<file path="src/rtl/uart_tx_mmio.sv">
// Memory-mapped 8N1 UART transmitter: TXDATA/STATUS word registers, a byte FIFO
// and a serialiser. Read data is registered one cycle, like RAM.
module uart_tx_mmio #(
  parameter logic [29:0] BASE         = 30'h3FFFFFF0,
  parameter int          CLKS_PER_BIT = 868,
  parameter int          DEPTH        = 16
) (
  input  logic        clock,
  input  logic        reset,
  input  logic [29:0] bus_addr,
  input  logic [31:0] bus_data_w,
  input  logic [3:0]  bus_mask_w,
  output logic [31:0] bus_data_r,
  output logic        bus_hit,
  output logic        tx
);
  localparam int AW = $clog2(DEPTH);
  localparam int CW = AW + 1;
  localparam int BW = $clog2(CLKS_PER_BIT);
  localparam logic [BW-1:0] BAUD_RELOAD = BW'(CLKS_PER_BIT - 1);

  typedef enum logic [1:0] {IDLE, START, DATA, STOP} state_t;

  logic          sel, reg_sel, rd, wr;
  logic          push, accept, pop, clr_ovf, full, busy;
  logic [7:0]    mem [DEPTH];
  logic [AW-1:0] wr_ptr, rd_ptr;
  logic [CW-1:0] count;
  logic          overflow;
  state_t        state;
  logic [BW-1:0] baud;
  logic [2:0]    bitidx;
  logic [7:0]    shreg;
  logic [31:0]   status;
  logic          unused_data_hi;

  assign sel     = (bus_addr[29:1] == BASE[29:1]);
  assign reg_sel = bus_addr[0];
  assign rd      = (bus_mask_w == 4'b0000);
  assign wr      = !rd;
  assign push    = sel && wr && !reg_sel && bus_mask_w[0];
  assign clr_ovf = sel && wr && reg_sel && bus_mask_w[0] && bus_data_w[2];
  assign full    = (count == CW'(DEPTH));
  // The serialiser takes the head either from idle or at the very end of a stop bit.
  assign pop     = (count != '0) && ((state == IDLE) || (state == STOP && baud == '0));
  assign accept  = push && (!full || pop);
  assign busy    = (state != IDLE) || (count != '0);
  assign status  = {16'd0, 8'(count), 5'd0, overflow, busy, full};
  assign unused_data_hi = ^bus_data_w[31:8];

  always_ff @(posedge clock) begin
    if (accept) mem[wr_ptr] <= bus_data_w[7:0];
  end

  always_ff @(posedge clock) begin
    if (!reset) begin
      wr_ptr   <= '0;
      rd_ptr   <= '0;
      count    <= '0;
      overflow <= 1'b0;
    end else begin
      if (accept) wr_ptr <= wr_ptr + 1'b1;
      if (pop)    rd_ptr <= rd_ptr + 1'b1;
      case ({accept, pop})
        2'b10:   count <= count + 1'b1;
        2'b01:   count <= count - 1'b1;
        default: count <= count;
      endcase
      // A drop on the same edge as a clear leaves the flag set.
      if (push && full && !pop) overflow <= 1'b1;
      else if (clr_ovf)         overflow <= 1'b0;
    end
  end

  always_ff @(posedge clock) begin
    if (!reset) begin
      bus_hit    <= 1'b0;
      bus_data_r <= '0;
    end else begin
      bus_hit    <= sel && rd;
      bus_data_r <= (sel && rd && reg_sel) ? status : '0;
    end
  end

  always_ff @(posedge clock) begin
    if (!reset) begin
      state <= IDLE;
      tx    <= 1'b1;
      baud  <= BAUD_RELOAD;
    end else begin
      case (state)
        IDLE: begin
          tx <= 1'b1;
          if (pop) begin
            shreg <= mem[rd_ptr];
            tx    <= 1'b0;
            baud  <= BAUD_RELOAD;
            state <= START;
          end
        end
        START: begin
          if (baud == '0) begin
            tx     <= shreg[0];
            bitidx <= 3'd0;
            baud   <= BAUD_RELOAD;
            state  <= DATA;
          end else begin
            baud <= baud - 1'b1;
          end
        end
        DATA: begin
          if (baud == '0) begin
            baud <= BAUD_RELOAD;
            if (bitidx == 3'd7) begin
              tx    <= 1'b1;
              state <= STOP;
            end else begin
              shreg  <= shreg >> 1;
              tx     <= shreg[1];
              bitidx <= bitidx + 1'b1;
            end
          end else begin
            baud <= baud - 1'b1;
          end
        end
        STOP: begin
          if (baud == '0) begin
            baud <= BAUD_RELOAD;
            if (pop) begin
              shreg <= mem[rd_ptr];
              tx    <= 1'b0;
              state <= START;
            end else begin
              state <= IDLE;
            end
          end else begin
            baud <= baud - 1'b1;
          end
        end
        default: begin
          state <= IDLE;
          tx    <= 1'b1;
        end
      endcase
    end
  end

endmodule

</file>
<file path="config.mk">
export PLATFORM = sky130hd
export DESIGN_NAME = uart_tx_mmio
export DESIGN_NICKNAME = d
export VERILOG_FILES = /design/src/rtl/uart_tx_mmio.sv
export SDC_FILE = /design/constraint.sdc
export NUM_CORES = 1
export LEC_CHECK = 0
export ABC_AREA = 1
export BUFFER_PORTS_ARGS = -buffer_cell sky130_fd_sc_hd__buf_2
export CAP_MARGIN = 20
export CORE_MARGIN = 2
export CORE_UTILIZATION = 45
export DETAILED_ROUTE_END_ITERATION = 6
export GPL_TIMING_DRIVEN = 0
export PLACE_DENSITY = 0.69
export SYNTH_ARGS = -nofsm -noshare
export SYNTH_HDL_FRONTEND = slang
export SYNTH_SLANG_ARGS = --single-unit
export TNS_END_PERCENT = 10
</file>
<file path="constraint.sdc">
create_clock -name clock -period 2.5 [get_ports clock]
set_input_delay 0.5 -clock clock [delete_from_list [all_inputs] [get_ports clock]]
set_output_delay 0.5 -clock clock [all_outputs]
set_load 0.005 [all_outputs]
</file>
* Yosys cells after proc, flatten, opt, wreduce, memory -nomap -nowiden
Memories as Yosys holds them, arrays and structs flattened. A register that Yosys moved wholly into a read port is not among the register bits. Cells that the tools add are included.
Storage, ports and cells: bits in registers 71, RAM bits 128, bits of input ports 68, output and inout port bits 34, word-level logic and storage cells 102, memories 1
Operators by class: add/subtract/negate cells 6, equality and inequality tests 15, multiplexer cells 33, reductions and logical operators 35
Memory list:
- mem | depth 16, width 8, rd ports 1, clocked after memory_dff 1, wr ports 1, line 26 | logic [7:0] mem [DEPTH];
Operators with widths (count):
- $mux 8 | 4
- $eq 29x29->1 const B | 1
- $pmux 8 s3 | 1
- $mux 10 | 2
- $pmux 10 s2 | 1
- $reduce_and 5->1 | 3
- $logic_and 1x1->1 | 13
- $ne 2x2->1 const B | 6
- $mux 1 | 11
- $logic_not 10->1 | 1
- $mux 2 | 5
- $pmux 5 s2 | 1
- $sub 10x1->10 const B | 1
- $mux 3 | 3
- $add 4x1->4 const B | 2
- $mux 4 | 2
- $pmux 2 s4 | 1
- $reduce_bool 2->1 | 4
- $eq 2x2->1 const B | 3
- $pmux 3 s2 | 1
- $add 5x1->5 const B | 1
- $eq 5x5->1 const B | 1
- $reduce_bool 5->1 | 1
- $sub 5x1->5 const B | 1
- other kinds (13) | 19

* Logic depth before layout (Yosys ltp)
Gate-level depths: netlist of the first run.
depth in word-level cells 8, gate-level depth with buffers 15

* Worst setup path after synthesis of the first run
OpenSTA, ideal clock, no wires.
path kind register -> register, start register baud[0], end memory mem[3][0] (enable), setup time 0.370 ns, arrival 1.860 ns, data required time 2.130 ns, slack 0.270 ns, cell stages (with the launch flop) 11, cells stage by stage dfxtp_1 -> inv_1 -> ha_1 -> nand2_1 -> nor2_1 -> nand3_2 -> a21oi_4 -> nor2_4 -> nor2_8 -> nand3_1 -> nor2_1
On the way: longest elaborated chain between the ends 8
RTL lines:
- from (decl) | line 31 | logic [BW-1:0] baud;
- from (signal assigned) | line 108 | baud <= baud - 1'b1;
- from (signal assigned) | line 123 | baud <= baud - 1'b1;
- from (signal assigned) | line 137 | baud <= baud - 1'b1;
- $logic_not 10->1 | line 45 | assign pop = (count != '0) && ((state == IDLE) || (state == STOP && baud == '0));
- $logic_and 1x1->1 | line 45
- $logic_or 1x1->1 | line 45
- $logic_and 1x1->1 | line 45
- $logic_or 1x1->1 | line 46 | assign accept = push && (!full || pop);
- $logic_and 1x1->1 | line 46
- $mux 1 | line 52 | if (accept) mem[wr_ptr] <= bus_data_w[7:0];
- $mux 1 (implied by the code) | line 52
- to (decl) | line 26
No other way between the ends.

==> key figures, run 1 <==
Setup path
  • Startpoint type of the worst setup path: register
  • Reg2Reg Depth: 7
  • Most used cell, CP: o21ai_0
  • Reg-to-reg critical path endpoint: shreg[7]
  • Crit path DAT: 2530 ps
  • Internal reg-to-reg setup slack: 130 ps
  • Critical setup path kind: register to register
  • Crit-path max FO: 10
  • CP bufs+invs: 2
  • Slowest Stage Delay on Critical Path: 540 ps
  • Critical path's top delay family: compound AO/OA/AOI/OAI gates
  • WP data required: 2660 ps
  • Nature of the critical path endpoint: register
  • Worst path slowest cell: clkbuf_1
  • Crit-path cells: clkinv_1, clkbuf_1, o21ai_0, o21ai_0, nor2_1, a31oi_1, o22ai_1

Clock network
  • Clk slew on worst S/H paths: 70 ps
  • CTS root buf: clkbuf_16
  • Clock Sinks: 179
  • CTS Buf Count: 17
  • CTS H-tree lvls: 4
  • TritonCTS clock tree: done
  • Clock tree buffer depth: 2
  • Clock Latency Late Sink: 430 ps
  • Hold buffers post-CTS: 0

Pwr
  • Peak VDD IR: 0.607 mV
  • Combinational share of power: 28.2%
  • Leakage: 3.70 nW
  • Final Power: 8.68 mW
  • Clock Power Share: 31.5%
  • Internal power: 5.82 mW
  • Net Sw Frac: 33.0%
  • Net Sw Power: 2.86 mW
  • Flop pwr share: 40.3%
  • Pwr dens: 919 nW/um^2

Placed design
  • DP Worst Slack: -304 ps
  • RD Place Congestion: 0.940
  • IO buf count: 53
  • HPWL Detailed: 11500 um

Worst hold path
  • Hold EP: bus_data_r[2]
  • Worst Hold Class: register to register
  • Cell depth of the worst hold path: 2
  • Hold_sp: overflow

Synth
  • FFs w/ async S/R, synth: 0%
  • Ys flop type: edfxtp_1
  • Synth Cell Area: 7960 um^2
  • Area share of fa/ha/maj cells after synthesis: 2.77%
  • Xor/xnor share of the synthesized area: 0.440%
  • Post-Syn Instances: 731
  • Synth Area in Simple Gates: 12.5%
  • Netlist cell types: 42
  • Post-synth top area share: 52.5%
  • EDFF count, synth: 139
  • Top post-synthesis cells by area: edfxtp_1, dfxtp_1, o21ai_0
  • #FFs+latches synth: 179
  • Post-synthesis sequential area ratio: 62.5%
  • Multiplexer share of the synthesized area: 4.14%
  • Ys Warns: 0
  • Area leader, netlist: edfxtp_1
  • Avg Cell Area, Syn: 10.9 um^2
  • Synth Area in Compound Gates: 9.89%
  • Largest family of logic cells by synthesized area: simple AND/OR/NAND/NOR gates

Layout
  • Post-layout net count: 918
  • # diodes: 0
  • Commonest non-fill, non-tap cell in the layout: edfxtp_1
  • Area grow syn2layout: 18.7%
  • Layout cells sized above 1: 20.8%
  • Post-layout util: 54.6%
  • Commonest cells after routing, fill and taps aside: edfxtp_1, nand2_1, inv_1, o21ai_0, buf_2

Run status
  • Outcome: finished, final reports clean

Timing
  • Min Tclk post-route: 2370 ps
  • Worst slew pin tran: 664 ps
  • Final hold violation count: 0
  • # setup viols final: 0
  • RSZ-0062 raised after global routing: yes
  • Setup WS post-layout: 131 ps
  • Worst slew margin: 55.7%
  • Maximum clock frequency: 0.422 GHz
  • Worst Clk Skew: 14.4 ps
  • Worst hold slack: 445 ps
  • Max-slew violations: 0
  • Final worst path period share: 94.8%
  • Fin Setup TNS: 0 ps

Drt
  • DRT Pass-1 Iters: 6
  • Met2 WL: 8410 um
  • Routed len/inst: 16.1 um
  • Initial drt markers: 406
  • Met1 wire length: 7130 um
  • WL final: 17200 um
  • Via Count: 5527
  • Top sig layer: met4
  • ANT nets after route: 0
  • Met3 WL post-DR: 1240 um
  • Drc violations: 0
  • Vias per cell: 5.16

Global routing
  • Overflow after GRT: 0
  • Initial antenna violation count: 0
  • Largest net degree at the start of global routing: 18
  • First-pass GRT wire length: 26800 um
  • Vias in the first global route: 5238
  • GRT Util Overall: 19.3%

Die
  • I/O pins: 102
  • Starting Density: 46.0%
  • Die width: 137 um
  • Die area: 18800 um^2
  • Area of the core: 17300 um^2
  • FP Rows: 48
  • Die height: 137 um

Job
  • MaxCap Viol Count: 0
power groups by stage:
stage	Sequential, mW	Clock [mW]	Combinational [mW]
floorplan	3.54	0	1.74
global placement	3.56	0	2.34
detailed placement	3.56	0	2.38
CTS	3.50	2.75	2.41
global route	3.52	2.88	2.75
finish	3.50	2.73	2.45
repair_timing:
item	CTS	global route
gates resized for setup	21	19
setup buffers	0	7
pin swaps	0	9
endpoints found under the setup margin	128	139
cells in the mapped netlist, types with 2 or more instances:
master,instances
nor3_1,4
nor2_4,3
ha_1,16
nand2_2,2
o21ai_0,69
nand4_1,2
buf_4,24
nor2_1,58
nand3_1,41
nand2_4,3
inv_1,82
a31oi_1,2
inv_2,5
or2_2,2
nor2_2,4
buf_2,9
nand2_1,89
xor2_1,4
mux2_2,7
mux2i_1,25
clkbuf_1,14
a211oi_1,2
nand3b_1,2
a21oi_1,53
edfxtp_1,139
clkinv_1,2
dfxtp_1,40
o21ai_1,4
o211ai_1,11
worst reg2reg max path, stage by stage (launching register included):
cell      delay, ps
dfxtp_1         350
clkinv_1        150
clkbuf_1        540
o21ai_0         200
o21ai_0         410
nor2_1           90
a31oi_1         260
o22ai_1         110
how the worst max path moves through the flow:
stage                      end  slack [ps]      from  cells past startpoint
finish                shreg[7]         130  register                      7
global route          count[4]         -30   baud[0]                     15
CTS                 mem[14][2]        -130   baud[0]                     10
detailed placement   mem[2][7]        -300   baud[0]                     10
global placement     mem[4][0]        -300   baud[0]                     10
floorplan            mem[3][0]         270   baud[0]                     10
layout make-up:
type                    count  area, um^2
repair buffers             60         380
plain buffers              47         280
clock inverters            14         175
well taps                 225         282
multi-input cells         439        2590
flip-flops and latches    179        4970
inverters                  89         334
clock buffers              18         429
fillers                  1515        7850
layer usage:
| metal | track usage (%) | vias to the layer above |
|---|---|---|
| met5 | 0 | - |
| met4 | 7.85 | 0 |
| met2 | 31.9 | 233 |
| li1 | - | 2668 |
| met3 | 4.22 | 38 |
| met1 | 24.5 | 2588 |
logic make-up (layout without fill, tap and decap cells):
family | after synthesis | count (layout)
multiplexers | 32 | 32
buffers and inverters | 136 | 228
flip-flops | 179 | 179
AND/OR/NAND/NOR | 216 | 216
adder cells (fa/ha/maj) | 17 | 17
XOR/XNOR | 4 | 4
other | 1 | 24
AO/OA/AOI/OAI | 146 | 146
per-stage QoR:
step / std cells / instance area (um^2)
global placement: 1032 / 8590
detailed placement: 1032 / 8590
floorplan: 754 / 8040
finish: 1071 / 9450
CTS: 1064 / 9260
global route: 1071 / 9450
state kept, by name, summed over array words and instances (netlist names), named ones only:
signal / count
baud: 10
bitidx: 3
bus_data_r: 8
bus_hit: 1
count: 5
mem: 128
overflow: 1
rd_ptr: 4
shreg: 8
state: 2
tx: 1
wr_ptr: 4
Note: power is estimated with default switching activity, not from simulation.
==> run 2, diff against run 1 <==
- CORE_UTILIZATION: 45 -> 25
- PLACE_DENSITY: 0.69 -> 0.45
- clock period: 2.5 -> 2.7 ns (I/O delays scaled with it)
==> key figures, run 2 (synthesized netlist as in run 1, its figures left out) <==
Run status
  • Outcome: finished, final reports clean

Timing
  • Max-slew violations: 0
  • Maximum clock frequency: 0.379 GHz
  • Final worst path period share: 97.7%
  • # setup viols final: 0
  • Worst Clk Skew: 13.1 ps
  • Min Tclk post-route: 2640 ps
  • Fin Setup TNS: 0 ps
  • Final hold violation count: 0
  • RSZ-0062 raised after global routing: yes
  • Worst slew pin tran: 639 ps
  • Worst slew margin: 57.4%

Placed design
  • Dpl cells: 1209
  • HPWL Detailed: 13000 um
  • IO buf count: 53
  • RD Place Congestion: 0.827

Layout
  • Commonest cells after routing, fill and taps aside: edfxtp_1, nand2_1, inv_1, o21ai_0, buf_2
  • Commonest non-fill, non-tap cell in the layout: edfxtp_1
  • Most flop-heavy register: mem
  • Area grow syn2layout: 19.4%
  • # diodes: 0
  • Fillers: 3225
  • Fin cells: 1241
  • Layout cells sized above 1: 19.5%
  • Post-layout net count: 911
  • Largest registers: mem x128, baud x10
  • Max reg flops: 128

Drt
  • ANT nets after route: 0
  • DRT Pass-1 Iters: 5
  • Drc violations: 0
  • Initial drt markers: 266
  • Routed len/inst: 15.2 um
  • Via Count: 5329
  • Vias per cell: 4.29
  • WL final: 18900 um

Clock network
  • Clock tree buffer depth: 2
  • Hold buffers post-CTS: 0
  • CTS H-tree lvls: 4
  • Clk slew on worst S/H paths: 70 ps
  • TritonCTS clock tree: done
  • Clock Sinks: 179
  • CTS Buf Count: 17
  • CTS root buf: clkbuf_16
  • Setup bufs post-CTS: 0
  • Clock Latency Late Sink: 430 ps

Setup path
  • Reg-to-reg critical path endpoint: mem[2][7]
  • WP data required: 2770 ps
  • Crit-path cells: inv_1, ha_1, nand2_1, nor2_1, nand3_2, a21oi_4, nor2_4, nor2_8, nand2_1, nor2_2
  • Nature of the critical path endpoint: register
  • Crit path DAT: 2710 ps
  • Worst Setup SP: baud[0]
  • Reg2Reg Depth: 10
  • Most used cell, CP: nand2_1
  • Reg-to-Reg Start: baud[0]
  • Worst path slowest cell: nor2_2
  • Startpoint type of the worst setup path: register
  • Crit-path max FO: 9
  • Internal reg-to-reg setup slack: 60 ps
  • Slowest Stage Delay on Critical Path: 470 ps
  • Critical setup path kind: register to register

Global routing
  • GRT Util Overall: 11.9%
  • First-pass GRT wire length: 29800 um
  • Vias in the first global route: 5235
  • Initial antenna violation count: 0
  • Overflow after GRT: 0
  • Largest net degree at the start of global routing: 19

Pwr
  • Leakage: 3.64 nW
  • Pwr dens: 840 nW/um^2
  • Peak VDD IR: 0.385 mV

Die
  • Area of the core: 31500 um^2
  • FP Rows: 65
  • Starting Density: 25.3%
  • I/O pins: 102
  • Die width: 182 um
  • Die height: 182 um
  • Die area: 33300 um^2

Worst hold path
  • Hold EP: bus_data_r[2]
  • Cell depth of the worst hold path: 2
  • Worst Hold Class: register to register
  • Hold_sp: overflow

Job
  • MaxCap Viol Count: 0
[run 2: final cells by class]
cell class              instances  area (um^2)  area share [%]
plain buffers                  47          278            2.92
clock buffers                  17          425            4.48
clock inverters                15          163            1.71
flip-flops and latches        179         4970            52.4
repair buffers                 53          265            2.79
multi-input cells             439         2550            26.9
well taps                     402          503            5.30
inverters                      89          334            3.52
[run 2: what timing repair did]
item                       in CTS  in global routing
pin swaps                       0                  1
hold endpoints to repair        0                  0
resized for setup              15                 13
setup endpoints to repair     128                121
[run 2: critical path, delay by kind of cell, from the launching register on]
| kind | cells | cell delay (ps) |
|---|---|---|
| AND/OR/NAND/NOR | 7 | 1320 |
| AO/OA/AOI/OAI | 1 | 320 |
| buffers and inverters | 1 | 150 |
| flip-flops | 1 | 310 |
| adder cells (fa/ha/maj) | 1 | 180 |
[run 2: metal layers]
layer / part of all wire (%) / wire length [um] / GRT usage, % / up-vias
li1: - / - / - / 2650
met1: 46 / 8590 / 15.1 / 2516
met2: 48 / 9120 / 20.2 / 139
met3: 4.0 / 747 / 2.20 / 24
met4: 2.1 / 401 / 4.39 / 0
met5: 0 / 0 / 0 / -
[run 2: how the worst max path moves through the flow]
stage,end,slack [ps]
finish,mem[2][7],60
global route,mem[14][6],-160
CTS,mem[0][2],-180
detailed placement,mem[8][3],-260
global placement,mem[8][3],-240
floorplan,mem[3][0],470
[run 2: through the flow]
step | area, um^2 | hold slack [ps] | setup slack (ps) | power (mW) | util [%]
after floorplan | 8040 | 405 | 470 | 4.88 | -
after global placement | 8810 | 429 | -244 | 5.60 | 28.0
after detailed placement | 8810 | 419 | -262 | 5.60 | 28.0
after CTS | 9440 | 435 | -185 | 8.08 | 30.0
after global routing | 9500 | 444 | -158 | 8.48 | 30.2
final | 9500 | 432 | 63.2 | 7.98 | 30.2
[run 2: report_power, final]
group          internal, mW  switching, mW  total, mW
logic                 0.737           1.52       2.26
registers              3.15         0.0889       3.24
clock network          1.31           1.17       2.48
total                  5.20           2.78       7.98
